[src/rtl/fetch_stage.sv]
// Instruction fetch stage: PC generation, single-outstanding imem requests, and a small {pc, insn} buffer toward decode.
// Optional FETCH_PERF_EN adds a 32-bit count of instructions accepted by decode (perf_fetched).
module fetch_stage #(
  parameter logic [31:0] RESET_PC  = 32'h0000_0000,
  parameter int unsigned BUF_DEPTH = 2
) (
  input  logic        clk,
  input  logic        rst,
  output logic        imem_req_valid,
  input  logic        imem_req_ready,
  output logic [31:0] imem_addr,
  input  logic        imem_rsp_valid,
  input  logic [31:0] imem_rsp_data,
  input  logic        redirect_valid,
  input  logic [31:0] redirect_pc,
  output logic        id_valid,
  input  logic        id_ready,
  output logic [31:0] id_instruction,
  output logic [31:0] id_pc
`ifdef FETCH_PERF_EN
  ,
  output logic [31:0] perf_fetched
`endif
);

  localparam int unsigned PTR_W = (BUF_DEPTH > 1) ? $clog2(BUF_DEPTH) : 1;
  localparam int unsigned CNT_W = PTR_W + 1;
  localparam logic [31:0] NOP   = 32'h0000_0013;

  typedef enum logic [1:0] {
    S_REQ  = 2'd0,
    S_WAIT = 2'd1,
    S_DROP = 2'd2
  } state_t;

  state_t             state;
  logic [31:0]        pc;
  logic [31:0]        req_pc;
  logic [31:0]        buf_pc   [BUF_DEPTH];
  logic [31:0]        buf_insn [BUF_DEPTH];
  logic [PTR_W-1:0]   wr_ptr;
  logic [PTR_W-1:0]   rd_ptr;
  logic [CNT_W-1:0]   count;
  logic [CNT_W-1:0]   outstanding;
  logic               has_space;
  logic               empty;
  logic               full;
  logic               req_fire;
  logic               push;
  logic               pop;
  logic               unused_redirect_lsbs;

  assign unused_redirect_lsbs = ^redirect_pc[1:0];

  // The request slot counts the in-flight fetch so a response always has a free entry.
  assign outstanding = {{PTR_W{1'b0}}, (state != S_REQ)};
  assign has_space   = (count + outstanding) < CNT_W'(BUF_DEPTH);
  assign empty       = (count == '0);
  assign full        = (count == CNT_W'(BUF_DEPTH));

  assign imem_req_valid = !rst && (state == S_REQ) && has_space && !redirect_valid;
  assign imem_addr      = pc;
  assign req_fire       = imem_req_valid && imem_req_ready;
  assign push           = (state == S_WAIT) && imem_rsp_valid && !redirect_valid;

  assign id_valid       = !empty && !redirect_valid;
  assign id_instruction = empty ? NOP : buf_insn[rd_ptr];
  assign id_pc          = empty ? RESET_PC : buf_pc[rd_ptr];
  assign pop            = id_valid && id_ready;

  // NOTE: sequential state is updated with non-blocking assignments so every
  // register samples the pre-edge values of the others.
  always_ff @(posedge clk or posedge rst) begin
    if (rst) begin
      state  <= S_REQ;
      pc     <= RESET_PC;
      req_pc <= RESET_PC;
    end else if (redirect_valid) begin
      pc <= {redirect_pc[31:2], 2'b00};
      // A response still owed by memory must be swallowed before fetching the target.
      if (state == S_REQ || imem_rsp_valid) state <= S_REQ;
      else                                  state <= S_DROP;
    end else begin
      case (state)
        S_REQ: begin
          if (req_fire) begin
            req_pc <= pc;
            pc     <= pc + 32'd4;
            state  <= S_WAIT;
          end
        end
        S_WAIT:  if (imem_rsp_valid) state <= S_REQ;
        S_DROP:  if (imem_rsp_valid) state <= S_REQ;
        default: state <= S_REQ;
      endcase
    end
  end

  always_ff @(posedge clk or posedge rst) begin
    if (rst) begin
      wr_ptr <= '0;
      rd_ptr <= '0;
      count  <= '0;
    end else if (redirect_valid) begin
      wr_ptr <= '0;
      rd_ptr <= '0;
      count  <= '0;
    end else begin
      if (push) wr_ptr <= wr_ptr + PTR_W'(1);
      if (pop)  rd_ptr <= rd_ptr + PTR_W'(1);
      case ({push, pop})
        2'b10:   count <= count + CNT_W'(1);
        2'b01:   count <= count - CNT_W'(1);
        default: count <= count;
      endcase
    end
  end

  // NOTE: buffer storage has no reset; occupancy is tracked by count and
  // the outputs are masked to NOP/RESET_PC while it is empty.
  always_ff @(posedge clk) begin
    if (push) begin
      buf_pc[wr_ptr]   <= req_pc;
      buf_insn[wr_ptr] <= imem_rsp_data;
    end
  end

`ifdef FETCH_PERF_EN
  always_ff @(posedge clk or posedge rst) begin
    if (rst)      perf_fetched <= '0;
    else if (pop) perf_fetched <= perf_fetched + 32'd1;
  end
`endif

  a_no_push_when_full: assert property (@(posedge clk) disable iff (rst) !(push && full));

endmodule
[config.mk]
export PLATFORM = sky130hd
export DESIGN_NAME = fetch_stage
export DESIGN_NICKNAME = d
export VERILOG_FILES = /design/src/rtl/fetch_stage.sv
export SDC_FILE = /design/constraint.sdc
export NUM_CORES = 1
export LEC_CHECK = 0
export BUFFER_PORTS_ARGS = -buffer_cell sky130_fd_sc_hd__buf_2
export CAP_MARGIN = 0
export CORE_ASPECT_RATIO = 1.4
export CORE_MARGIN = 10
export CORE_UTILIZATION = 39
export CTS_CLUSTER_SIZE = 28
export DETAILED_ROUTE_END_ITERATION = 6
export GPL_ROUTABILITY_DRIVEN = 0
export SLEW_MARGIN = 20
export SYNTH_ARGS = -nofsm -noshare
export SYNTH_HDL_FRONTEND = slang
export SYNTH_SLANG_ARGS = --single-unit
[constraint.sdc]
create_clock -name clk -period 13.9 [get_ports clk]
set_input_delay 2.78 -clock clk [delete_from_list [all_inputs] [get_ports clk]]
set_output_delay 2.78 -clock clk [all_outputs]
set_load 0.005 [all_outputs]
==> flow_summary.json <==
{
  "synth_cell_types": 54,
  "cts_resized": 0,
  "rsz0062_at_grt": "no",
  "wl_per_cell_um": 19.64,
  "die_h_um": 189.9,
  "cp-start-kind": "input port",
  "insertion_delay_ps": 430,
  "crit_type": "input port to output pin",
  "cts_sinks": 190,
  "antenna_found_initial": 1,
  "yosysWarnings": 0,
  "rows": 62,
  "worstMarginPinSlew_ps": 1054,
  "cts_buffer_depth": 2,
  "combPwrFrac_pct": 15.3,
  "yosys.area_share.adder_pct": 0.6222,
  "p_int_mw": 1.089,
  "tns_ps": 0,
  "run_status": "finished clean",
  "first_iter_violations": 331,
  "ys_ff_latch": 190,
  "muxShareOfSynthArea_pct": 12.15,
  "grt_max_degree": 67,
  "ys_seq_area_share_pct": 66.82,
  "grt_remaining_overflow": 0,
  "setup_violations": 0,
  "p_switching_mw": 0.3991,
  "power_frac_clock_pct": 32.5,
  "period_needed_ps": 6852,
  "synth_edf_count": 124,
  "ios": 168,
  "drive_above_1_share_pct": 31.23,
  "wirelength_mm": 20.02,
  "portBuffers": 161,
  "cts_made_buffers": 17,
  "hp-class": "flip-flop to flip-flop",
  "hold_viol": 0,
  "finalCritPeriodShare_pct": 49.30,
  "async_flop_share_pct": 34.74,
  "synth_cells": 595,
  "area_delta_synth_final_pct": 20.53,
  "clock.fmax_mhz": 145.9,
  "synth-xor-area-share_pct": 0.9799,
  "cp-end-kind": "output pin",
  "maxCapViolCount": 0,
  "drc": 0,
  "syn_area_um2": 8044,
  "die_w_um": 141.4,
  "num_vias": 5413,
  "path_clk_slew_ps": 70,
  "drtAntennaViolNets": 0,
  "p_leak_nw": 3.675,
  "hold_slack_ps": 465.9,
  "p_per_area_nw_per_um2": 153.5,
  "final_common_cell": "buf_2",
  "cp.required_ps": 11120,
  "skew_ps": 7.748,
  "dr.pass1.iters": 5,
  "cts_setup_buffers": 0,
  "p_sw_share_pct": 26.82,
  "seqPwrFrac_pct": 52.2,
  "slew_headroom_pct": 29.32,
  "dp_hpwl_mm": 13.49,
  "finalNetCount": 823,
  "cts_tree": "yes",
  "start_util_pct": 39.43,
  "arrival_ps": 4070,
  "grt_use_total_pct": 15.00,
  "clock-root-buffer": "clkbuf_16",
  "avgViaCountPerCell": 5.312,
  "synth_top_family_by_area": "multiplexers",
  "core-area_um2": 20400,
  "dieArea_um2": 26850,
  "ir_drop_mv": 0.07440,
  "final-max-slew-violation-count": 0,
  "synthFlopType": "edfxtp_1",
  "syn_avg_cell_area_um2": 13.52,
  "synth_compound_area_share_pct": 4.900,
  "synth-simple-area-share_pct": 12.02,
  "grt_pass1_vias": 5696,
  "h-tree-depth": 4,
  "layout_common_cells": "buf_2, edfxtp_1, nor2_1",
  "critPathMaxFanout": 44,
  "grt_pass1_wl_mm": 31.45,
  "cts_hold_buf": 0
}
[final cells by class]
type	instances	area, um2
multi-input combinational	363	2507
antenna	1	2.502
fill	1857	10710
clock inverter	15	160.2
clock buffer	17	425.4
inverter	10	37.54
tap	256	320.3
sequential	190	5379
timing repair buffer	167	863.3
[layer usage]
layer | up-vias | track usage (%) | part of all wire (%)
met5 | - | 0 | 0
met2 | 179 | 26.55 | 54
met1 | 2674 | 16.19 | 38
met4 | 0 | 6.659 | 2.3
li1 | 2529 | - | -
met3 | 31 | 4.366 | 6.5
[worst max-delay path, stage by stage]
cell and delay [ps]:
buf_2 90, buf_4 260, or3b_1 590, nor2_1 190, buf_2 140
[per-stage QoR]
step / setup slack (ps) / utilization [%] / std cells / power (mW) / cell area, um2
final: 7048 / 47.52 / 1019 / 1.488 / 9696
after detailed placement: 7034 / 44.54 / 985 / 1.022 / 9087
after floorplan: 5869 / - / 598 / 0.9183 / 8055
after global placement: 7030 / 44.54 / 985 / 1.005 / 9087
after global routing: 6992 / 47.52 / 1019 / 1.565 / 9696
after CTS: 7033 / 47.41 / 1017 / 1.510 / 9673
[flip-flops by register name, indices dropped and copies added, names as in the netlist]
register   cells
imem_addr     30
req_pc        30
state          2
rd_ptr         1
buf_insn      64
count          2
wr_ptr         1
buf_pc        60
[path summary, 6_finish.rpt]
| path | startpoint | end | slack, ps | cells past startpoint |
|---|---|---|---|---|
| hold / removal | req_pc[25]$_DFFE_PP0P_ | buf_pc[1][25]$_DFFE_PP_ | 470 | 0 |
| setup reg to reg | state[0]$_DFFE_PP0P_ | imem_addr[18]$_DFFE_PP0P_ | 11220 | 6 |
| max in group asynchronous | rst | rd_ptr$_DFFE_PP0P_ | 10620 | 3 |
| hold reg to reg | req_pc[25]$_DFFE_PP0P_ | buf_pc[1][25]$_DFFE_PP_ | 470 | 0 |
| min in group asynchronous | rst | state[0]$_DFFE_PP0P_ | 2620 | 3 |
| setup / recovery | redirect_valid | imem_req_valid | 7050 | 5 |
[power by group through the flow]
stage	registers [mW]	clock network [mW]	logic (mW)
2_1_floorplan	0.764	0	0.155
3_3_place_gp	0.785	0	0.220
5_1_grt	0.788	0.521	0.256
6_report	0.776	0.484	0.228
3_5_place_dp	0.793	0	0.229
4_1_cts	0.781	0.500	0.229
[synthesized netlist by cell type, drive strengths merged (2+ instances only)]
| cell type | number | area share, % |
|---|---|---|
| edfxtp | 124 | 46 |
| nor2 | 85 | 4.0 |
| dfrtp | 66 | 21 |
| mux2i | 65 | 8.1 |
| mux2 | 29 | 4.1 |
| nand2 | 25 | 1.2 |
| clkbuf | 21 | 1.0 |
| nand3 | 18 | 1.1 |
| or4 | 18 | 1.7 |
| buf | 14 | 1.0 |
| o21ai | 14 | 0.87 |
| o31ai | 14 | 1.3 |
| a31oi | 13 | 1.0 |
| nand4 | 12 | 1.0 |
| inv | 9 | 0.42 |
| nor3 | 7 | 0.44 |
| or3 | 6 | 0.47 |
| xor2 | 5 | 0.54 |
| ha | 4 | 0.62 |
| o311ai | 4 | 0.44 |
| xnor2 | 4 | 0.44 |
| a21oi | 3 | 0.19 |
| nand2b | 3 | 0.23 |
| nor2b | 3 | 0.23 |
| or2 | 3 | 0.23 |
| and3 | 2 | 0.16 |
| and4 | 2 | 0.22 |
| nor4 | 2 | 0.16 |
| o311a | 2 | 0.25 |
[cells by family after synthesis]
family          after synthesis
buf+inv                      45
other cells                   1
fa+ha+maj                     4
flops                       190
mux                          94
compound gates               58
xor+xnor                      9
simple gates                194
Power figures use the tool's default switching activity.
